### config.mk
export PLATFORM = sky130hd
export DESIGN_NAME = seg7_monitor_flat
export DESIGN_NICKNAME = d
export VERILOG_FILES = /design/src/rtl/seg7_pkg.sv /design/src/rtl/seg7_if.sv /design/src/rtl/seg7_filter.sv /design/src/rtl/seg7_monitor.sv /design/src/flat_wrapper.sv
export SDC_FILE = /design/constraint.sdc
export NUM_CORES = 1
export LEC_CHECK = 0
export ABC_AREA = 1
export CAP_MARGIN = 20
export CORE_MARGIN = 2
export CORE_UTILIZATION = 50
export DETAILED_ROUTE_END_ITERATION = 8
export HOLD_SLACK_MARGIN = 0.02
export MAX_ROUTING_LAYER = met4
export PLACE_DENSITY = 0.72
export RECOVER_POWER = 100
export SLEW_MARGIN = 40
export SYNTH_ARGS = -nofsm -noshare
export SYNTH_HDL_FRONTEND = slang
export SYNTH_SLANG_ARGS = --single-unit
### constraint.sdc
create_clock -name clk -period 2.3 [get_ports clk]
set_clock_uncertainty 0.15 [all_clocks]
set_input_delay 0.345 -clock clk [delete_from_list [all_inputs] [get_ports clk]]
set_output_delay 0.345 -clock clk [all_outputs]
set_load 0.05 [all_outputs]
### src/rtl/seg7_pkg.sv
// Shared types and helpers for the seven-segment receive monitor.
// Segment bus order is {g,f,e,d,c,b,a}, active high.
package seg7_pkg;

  localparam logic [6:0] SEG_BLANK = 7'h00;
  localparam logic [6:0] SEG_0 = 7'h3F;
  localparam logic [6:0] SEG_1 = 7'h06;
  localparam logic [6:0] SEG_2 = 7'h5B;
  localparam logic [6:0] SEG_3 = 7'h4F;
  localparam logic [6:0] SEG_4 = 7'h66;
  localparam logic [6:0] SEG_5 = 7'h6D;
  localparam logic [6:0] SEG_6 = 7'h7D;
  localparam logic [6:0] SEG_7 = 7'h07;
  localparam logic [6:0] SEG_8 = 7'h7F;
  localparam logic [6:0] SEG_9 = 7'h6F;

  typedef enum logic [1:0] {
    IDLE,
    FIRST,
    TRACK
  } state_t;

  typedef struct packed {
    logic       legal;
    logic [3:0] digit;
  } seg_dec_t;

  // Blank is reported as not legal; callers filter it separately.
  function automatic seg_dec_t seg_to_digit(
    input logic [6:0] seg
  );
    seg_dec_t r;
    r.legal = 1'b1;
    r.digit = 4'd0;
    case (seg)
      SEG_0: r.digit = 4'd0;
      SEG_1: r.digit = 4'd1;
      SEG_2: r.digit = 4'd2;
      SEG_3: r.digit = 4'd3;
      SEG_4: r.digit = 4'd4;
      SEG_5: r.digit = 4'd5;
      SEG_6: r.digit = 4'd6;
      SEG_7: r.digit = 4'd7;
      SEG_8: r.digit = 4'd8;
      SEG_9: r.digit = 4'd9;
      default: r.legal = 1'b0;
    endcase
    return r;
  endfunction

  function automatic logic [3:0] next_digit(
    input logic [3:0] last,
    input logic       down
  );
    if (down)
      return (last == 4'd0) ? 4'd9 : last - 4'd1;
    return (last == 4'd9) ? 4'd0 : last + 4'd1;
  endfunction

endpackage

### src/rtl/seg7_if.sv
// Segment bus in, decoded digit / period / error status out.
// master = segment source and status consumer, slave = monitor.
interface seg7_if #(
  parameter int PERIOD_W = 24
);

  logic [6:0]          seg_in;
  logic                count_down;
  logic [3:0]          digit_out;
  logic                digit_valid;
  logic [PERIOD_W-1:0] period_out;
  logic                period_valid;
  logic                pattern_error;
  logic                seq_error;
  logic [7:0]          err_count;
  logic                locked;

  modport master (
    output seg_in,
    output count_down,
    input  digit_out,
    input  digit_valid,
    input  period_out,
    input  period_valid,
    input  pattern_error,
    input  seq_error,
    input  err_count,
    input  locked
  );

  modport slave (
    input  seg_in,
    input  count_down,
    output digit_out,
    output digit_valid,
    output period_out,
    output period_valid,
    output pattern_error,
    output seq_error,
    output err_count,
    output locked
  );

endinterface

### src/rtl/seg7_filter.sv
// Two-flop synchronizer plus stability filter on the segment bus.
// Emits a single accept pulse once a pattern has been stable long enough.
module seg7_filter #(
  parameter int STABLE_CYCLES = 4
) (
  input  logic       clk,
  input  logic       reset,
  input  logic [6:0] seg_in,
  output logic       accept,
  output logic [6:0] pattern
);

  localparam int CW = $clog2(STABLE_CYCLES + 1);
  localparam logic [CW-1:0] STAB_MAX = CW'(STABLE_CYCLES);

  logic [6:0]    s1;
  logic [6:0]    s2;
  logic [CW-1:0] stab_cnt;
  logic          taken;

  always_ff @(posedge clk) begin
    if (reset) begin
      s1       <= '0;
      s2       <= '0;
      pattern  <= '0;
      stab_cnt <= '0;
      taken    <= 1'b0;
      accept   <= 1'b0;
    end else begin
      s1     <= seg_in;
      s2     <= s1;
      accept <= 1'b0;
      if (s2 != pattern) begin
        pattern  <= s2;
        stab_cnt <= '0;
        taken    <= 1'b0;
      end else if (stab_cnt != STAB_MAX) begin
        stab_cnt <= stab_cnt + 1'b1;
      end else if (!taken) begin
        accept <= 1'b1;
        taken  <= 1'b1;
      end
    end
  end

endmodule

### src/rtl/seg7_monitor.sv
// Decodes filtered segment patterns, checks digit sequencing,
// measures digit period and tracks lock/error status.
module seg7_monitor
  import seg7_pkg::*;
#(
  parameter int STABLE_CYCLES = 4,
  parameter int PERIOD_W      = 24,
  parameter int LOCK_COUNT    = 3
) (
  input logic   clk,
  input logic   reset,
  seg7_if.slave bus
);

  localparam int SW = $clog2(LOCK_COUNT + 1);
  localparam logic [SW-1:0] LOCK_MAX = SW'(LOCK_COUNT);

  logic                accept;
  logic [6:0]          pattern;

  state_t              state;
  logic [6:0]          last_pat;
  logic [3:0]          digit_q;
  logic                digit_valid_q;
  logic [PERIOD_W-1:0] per_cnt;
  logic [PERIOD_W-1:0] period_q;
  logic                period_valid_q;
  logic                pattern_error_q;
  logic                seq_error_q;
  logic [7:0]          err_count_q;
  logic [SW-1:0]       streak;
  logic                locked_q;

  seg_dec_t            dec;
  logic                dig_ev;
  logic                pat_ev;
  logic                hit;
  logic                err_ev;
  logic [3:0]          succ;
  logic [SW-1:0]       streak_nx;

  seg7_filter #(
    .STABLE_CYCLES(STABLE_CYCLES)
  ) u_filter (
    .clk    (clk),
    .reset  (reset),
    .seg_in (bus.seg_in),
    .accept (accept),
    .pattern(pattern)
  );

  always_comb begin
    dec    = seg_to_digit(pattern);
    pat_ev = accept && !dec.legal && (pattern != SEG_BLANK);
    // Re-accepting the last digit (e.g. after a glitch) is silent.
    dig_ev = accept && dec.legal && (pattern != last_pat);
    succ   = next_digit(digit_q, bus.count_down);
    hit    = (dec.digit == succ);
    err_ev = pat_ev || (dig_ev && (state != IDLE) && !hit);
    if (state == FIRST)
      streak_nx = SW'(1);
    else if (streak == LOCK_MAX)
      streak_nx = streak;
    else
      streak_nx = streak + 1'b1;
  end

  always_ff @(posedge clk) begin
    if (reset) begin
      state           <= IDLE;
      last_pat        <= '0;
      digit_q         <= '0;
      digit_valid_q   <= 1'b0;
      per_cnt         <= '0;
      period_q        <= '0;
      period_valid_q  <= 1'b0;
      pattern_error_q <= 1'b0;
      seq_error_q     <= 1'b0;
      err_count_q     <= '0;
      streak          <= '0;
      locked_q        <= 1'b0;
    end else begin
      digit_valid_q   <= 1'b0;
      period_valid_q  <= 1'b0;
      pattern_error_q <= pat_ev;
      seq_error_q     <= 1'b0;
      if (per_cnt != '1)
        per_cnt <= per_cnt + 1'b1;
      if (err_ev && err_count_q != 8'hFF)
        err_count_q <= err_count_q + 8'd1;
      if (dig_ev) begin
        last_pat      <= pattern;
        digit_q       <= dec.digit;
        digit_valid_q <= 1'b1;
        per_cnt       <= PERIOD_W'(1);
        unique case (state)
          IDLE: begin
            state <= FIRST;
          end
          FIRST, TRACK: begin
            state          <= TRACK;
            period_valid_q <= 1'b1;
            period_q       <= per_cnt;
            if (hit) begin
              streak   <= streak_nx;
              locked_q <= (streak_nx == LOCK_MAX);
            end else begin
              seq_error_q <= 1'b1;
              streak      <= '0;
              locked_q    <= 1'b0;
            end
          end
          default: state <= IDLE;
        endcase
      end
    end
  end

  assign bus.digit_out     = digit_q;
  assign bus.digit_valid   = digit_valid_q;
  assign bus.period_out    = period_q;
  assign bus.period_valid  = period_valid_q;
  assign bus.pattern_error = pattern_error_q;
  assign bus.seq_error     = seq_error_q;
  assign bus.err_count     = err_count_q;
  assign bus.locked        = locked_q;

endmodule
### src/flat_wrapper.sv
// flat-port wrapper written by rule: the top's interface ports become plain ports
module seg7_monitor_flat import seg7_pkg::*;
#(
  parameter int STABLE_CYCLES = 4,
  parameter int PERIOD_W      = 24,
  parameter int LOCK_COUNT    = 3
)
  (clk, reset, bus_seg_in, bus_count_down, bus_digit_out, bus_digit_valid, bus_period_out, bus_period_valid, bus_pattern_error, bus_seq_error, bus_err_count, bus_locked);
  seg7_if #(.PERIOD_W(PERIOD_W)) bus_i ();
  input logic clk;
  input logic reset;
  input wire logic [$bits(bus_i.seg_in)-1:0] bus_seg_in;
  input wire logic [$bits(bus_i.count_down)-1:0] bus_count_down;
  output wire logic [$bits(bus_i.digit_out)-1:0] bus_digit_out;
  output wire logic [$bits(bus_i.digit_valid)-1:0] bus_digit_valid;
  output wire logic [$bits(bus_i.period_out)-1:0] bus_period_out;
  output wire logic [$bits(bus_i.period_valid)-1:0] bus_period_valid;
  output wire logic [$bits(bus_i.pattern_error)-1:0] bus_pattern_error;
  output wire logic [$bits(bus_i.seq_error)-1:0] bus_seq_error;
  output wire logic [$bits(bus_i.err_count)-1:0] bus_err_count;
  output wire logic [$bits(bus_i.locked)-1:0] bus_locked;
  assign bus_i.seg_in = bus_seg_in;
  assign bus_i.count_down = bus_count_down;
  assign bus_digit_out = bus_i.digit_out;
  assign bus_digit_valid = bus_i.digit_valid;
  assign bus_period_out = bus_i.period_out;
  assign bus_period_valid = bus_i.period_valid;
  assign bus_pattern_error = bus_i.pattern_error;
  assign bus_seq_error = bus_i.seq_error;
  assign bus_err_count = bus_i.err_count;
  assign bus_locked = bus_i.locked;
  seg7_monitor #(.STABLE_CYCLES(STABLE_CYCLES), .PERIOD_W(PERIOD_W), .LOCK_COUNT(LOCK_COUNT)) u_core (.clk(clk), .reset(reset), .bus(bus_i));
endmodule
==> impl_metrics.csv <==
group,metric,value,unit
run_status,outcome,"completed",
worst_setup_path,setup.worst_path.class,"flip-flop to output pin",
cts,ctsHoldBuffers,0,
timing,highest_achievable_clock_rate,454.6,MHz
worst_setup_path,critical_path.cell_chain,"dlygate4sd3_1",
grt,grt_max_degree,59,
synthesis,yosysWarnings,0,
worst_setup_path,path_delay_family,"buffers and inverters",
synthesis,synth_simple_gate_area_share,0.3280,
worst_setup_path,critPathArrivalTime,1700,ps
grt,grt_pass1_vias,3749,
die,initial_utilization,0.5165,
synthesis,synth-edff-count,0,
layout,antenna_cells_inserted,0,
cts,clockBufferDepth,2,
place,place_hpwl,7212,um
cts,cts.reportedPaths.clkPinSlew,90,ps
grt,initial_antenna_violation_count,0,
detailed_routing,vias,4139,
synthesis,postSynthAreaPerCell,7.551,um2
grt,track_usage,0.2028,
cts,ctsRootBufferMaster,"sky130_fd_sc_hd__clkbuf_8",
synthesis,synth-xor-area-share,0.05322,
die,fp.dieArea,10340,um2
cts,cts_post_setup_buffers_inserted,0,
layout,syn_to_layout_area_delta,17.04,%
synthesis,synth_top_area_share,0.4279,
power_and_ir_drop,clock_power_share,0.343,
synthesis,synth_compound_area_frac,0.08705,
cts,tritoncts_num_sinks,102,
power_and_ir_drop,reg_power_frac,0.615,
timing,transition_time_at_the_pin_with_the_least_slew_margin,597.7,ps
worst_setup_path,worstSetupStartpointType,"flip-flop",
detailed_routing,antenna_left,0,
synthesis,most_frequent_cell_after_synthesis,"sky130_fd_sc_hd__nand2_1",
power_and_ir_drop,switching_share,0.2311,
synthesis,mappedNetlistNets,648,
die,die_width,101.7,um
die,floorplan.core_area,9240,um2
synthesis,synth_common_cells,"117 x sky130_fd_sc_hd__nand2_1, 102 x sky130_fd_sc_hd__dfxtp_1, 77 x sky130_fd_sc_hd__nor2_1",
synthesis,synth-main-ff-cell,"sky130_fd_sc_hd__dfxtp_1",
synthesis,synth.mux.area_fraction,0,
worst_setup_path,crit_path_end_kind,"output pin",
synthesis,post_synthesis_sequential_area_ratio,0.4279,
synthesis,synthesis.instances,632,
detailed_routing,route.detailed.drc,0,
cts,cts_buffer_count,9,
grt,grt_pass1_wl,16700,um
detailed_routing,detail_route.first_pass.iterations,5,
layout,fin_nets,702,
synthesis,synth.lib_cells_used.distinct,41,
detailed_routing,drt-total-wl,9832,um
synthesis,synth_top_family_by_area,"simple AND/OR/NAND/NOR gates",
cts,worst_skew_pair.late_latency,350,ps
power_and_ir_drop,power-per-cell-area,524.9,nW/um2
die,rows,35,
worst_setup_path,max_stage_delay,900,ps
power_and_ir_drop,standby_leakage_power,0.002293,uW
place,place.gp.congestion,0.9521,
worst_setup_path,cp_max_fo,7,
cts,htree_num_levels,3,
synthesis,postSynthRegisterBits,102,
worst_setup_path,worst_path_max_delay_cell,"sky130_fd_sc_hd__dlygate4sd3_1",
place,placement.io_buffers,50,
worst_setup_path,timing.reg2reg.setup_slack,190,ps
power_and_ir_drop,power_report.internal_total,2254,uW
synthesis,yosys.area_share.adder,0.01573,
layout,post_route_cells_drive_above_1_share,0.1217,
cts,tritoncts,"yes",
power_and_ir_drop,comb_power_share,0.042,
worst_setup_path,buf_inv_on_cp,1,
die,die_height,101.7,um
worst_hold_path,class_of_the_tightest_hold_or_removal_check,"flip-flop to flip-flop",
synthesis,synth.top_cells.by_area,"sky130_fd_sc_hd__dfxtp_1 43%, sky130_fd_sc_hd__nand2_1 9.2%, sky130_fd_sc_hd__nand3_1 6.9%",
synthesis,synth_async_sr_flop_share,0,
timing,finalCriticalPeriod,2200,ps
detailed_routing,avgRoutedWirePerCell,12.00,um
detailed_routing,post_drt_via_cell_ratio,5.054,
timing,slew_headroom,0.6016,
cts,cts.repair.resized,0,
die,pin_count,51,
synthesis,yosysTopAreaCell,"sky130_fd_sc_hd__dfxtp_1",
worst_setup_path,regToRegStartpoint,"u_core.per_cnt[1]",
power_and_ir_drop,ir_worst_vdd,0.3992,mV
worst_setup_path,cp_data_required_time,1800,ps
timing,totalNegativeSetupSlack,0,ps
job,timing.max_cap.violations,0,
timing,slew_viol_final,0,
detailed_routing,drt_first_iter_violations,217,
timing,setup-violations-final,0,
synthesis,post_synth_instance_area,4772,um2
timing,finalCritPeriodShare,0.9563,
worst_setup_path,startpoint,"u_core.bus.digit_out[0]",
grt,grt_overflow_total,0,
layout,utilization,0.6045,
worst_hold_path,min_from,"u_core.u_filter.s1[4]",
power_and_ir_drop,switching_power,677.5,uW
timing,final_number_of_hold_violating_endpoints,0,
[power groups by stage]
stage                     Combinational (uW)  Clock [uW]  Sequential [uW]
after floorplan                         92.6           0             1840
after detailed placement                 125           0             1840
final                                    123        1010             1800
after CTS                                125        1040             1800
after global placement                   120           0             1840
after global routing                     139        1100             1810
[cell type report]
cell class / instances / area [um2]
Tap cell: 129 / 161.4
Sequential cell: 102 / 2049
Timing Repair Buffer: 66 / 609.3
Clock buffer: 10 / 137.6
Clock inverter: 5 / 36.28
Multi-Input combinational cell: 433 / 2308
Inverter: 74 / 282.8
Fill cell: 841 / 3655
[through the flow]
stage / hold WS [ps] / worst slack, ps / cells / instance area [um2] / total power, uW
after floorplan: 238.3 / 135.1 / 632 / 4772 / 1931
after global placement: 239.8 / 115.3 / 804 / 5411 / 1963
after detailed placement: 243.9 / 2.911 / 804 / 5411 / 1969
after CTS: 252.8 / 96.89 / 819 / 5585 / 2970
after global routing: 271.4 / -6.448 / 819 / 5585 / 3044
final: 254.4 / 100.4 / 819 / 5585 / 2932
[worst reg2reg max path: stages, from the launching register on]
cell and delay, ps:
sky130_fd_sc_hd__dfxtp_1 390, sky130_fd_sc_hd__ha_1 210, sky130_fd_sc_hd__nand2_1 110, sky130_fd_sc_hd__nor3_4 170
sky130_fd_sc_hd__inv_1 80, sky130_fd_sc_hd__nor2_1 100, sky130_fd_sc_hd__nand3_1 150, sky130_fd_sc_hd__o21ai_4 230
sky130_fd_sc_hd__nor2_1 110, sky130_fd_sc_hd__nand2_1 90, sky130_fd_sc_hd__nor2_1 40, sky130_fd_sc_hd__nor3b_1 200
[worst paths after layout]
| path | endpoint | cells past startpoint |
|---|---|---|
| worst max-delay path | bus_digit_out[0] | 1 |
| worst min-delay path | u_core.u_filter.s2[4] | 2 |
| worst max register to register | u_core.per_cnt[21] | 11 |
| worst min register to register | u_core.u_filter.s2[4] | 2 |
[state kept, by name (all words and copies together) (netlist names), 3 cells and up]
name	count
u_core.u_filter.s1	7
u_core.bus.period_out	24
u_core.bus.err_count	8
u_core.last_pat	7
u_core.per_cnt	24
u_core.u_filter.pattern	7
u_core.u_filter.s2	7
u_core.u_filter.stab_cnt	3
u_core.bus.digit_out	4
[per-layer routing]
layer / GRT usage / part of all wire
met5: - / 0
met4: 0.06341 / 0.0085
met3: 0.02968 / 0.044
met2: 0.3133 / 0.46
met1: 0.2742 / 0.49
[cells by family after synthesis]
kind of cell | after synthesis
buffers and inverters | 97
AND/OR/NAND/NOR | 325
adder cells (fa/ha/maj) | 6
flip-flops | 102
AO/OA/AOI/OAI | 73
XOR/XNOR | 29
[layout by cell type (no fill, tap or decap), types with 6 or more instances in the layout]
cell type | synthesis | layout
sky130_fd_sc_hd__a21oi_1 | 46 | 46
sky130_fd_sc_hd__buf_4 | 3 | 14
sky130_fd_sc_hd__clkbuf_8 | 0 | 10
sky130_fd_sc_hd__clkdlybuf4s50_1 | 0 | 9
sky130_fd_sc_hd__dfxtp_1 | 102 | 96
sky130_fd_sc_hd__dfxtp_2 | 0 | 6
sky130_fd_sc_hd__dlygate4sd3_1 | 0 | 40
sky130_fd_sc_hd__ha_1 | 6 | 6
sky130_fd_sc_hd__inv_1 | 66 | 67
sky130_fd_sc_hd__inv_2 | 7 | 6
sky130_fd_sc_hd__nand2_1 | 117 | 118
sky130_fd_sc_hd__nand2_2 | 11 | 10
sky130_fd_sc_hd__nand2_4 | 7 | 7
sky130_fd_sc_hd__nand3_1 | 66 | 66
sky130_fd_sc_hd__nand4_1 | 9 | 9
sky130_fd_sc_hd__nor2_1 | 77 | 77
sky130_fd_sc_hd__nor2_4 | 8 | 8
sky130_fd_sc_hd__nor3_1 | 10 | 10
sky130_fd_sc_hd__o21ai_0 | 12 | 13
sky130_fd_sc_hd__xnor2_1 | 12 | 12
sky130_fd_sc_hd__xor2_1 | 17 | 17
No activity file was read; power rests on OpenSTA's default activity.
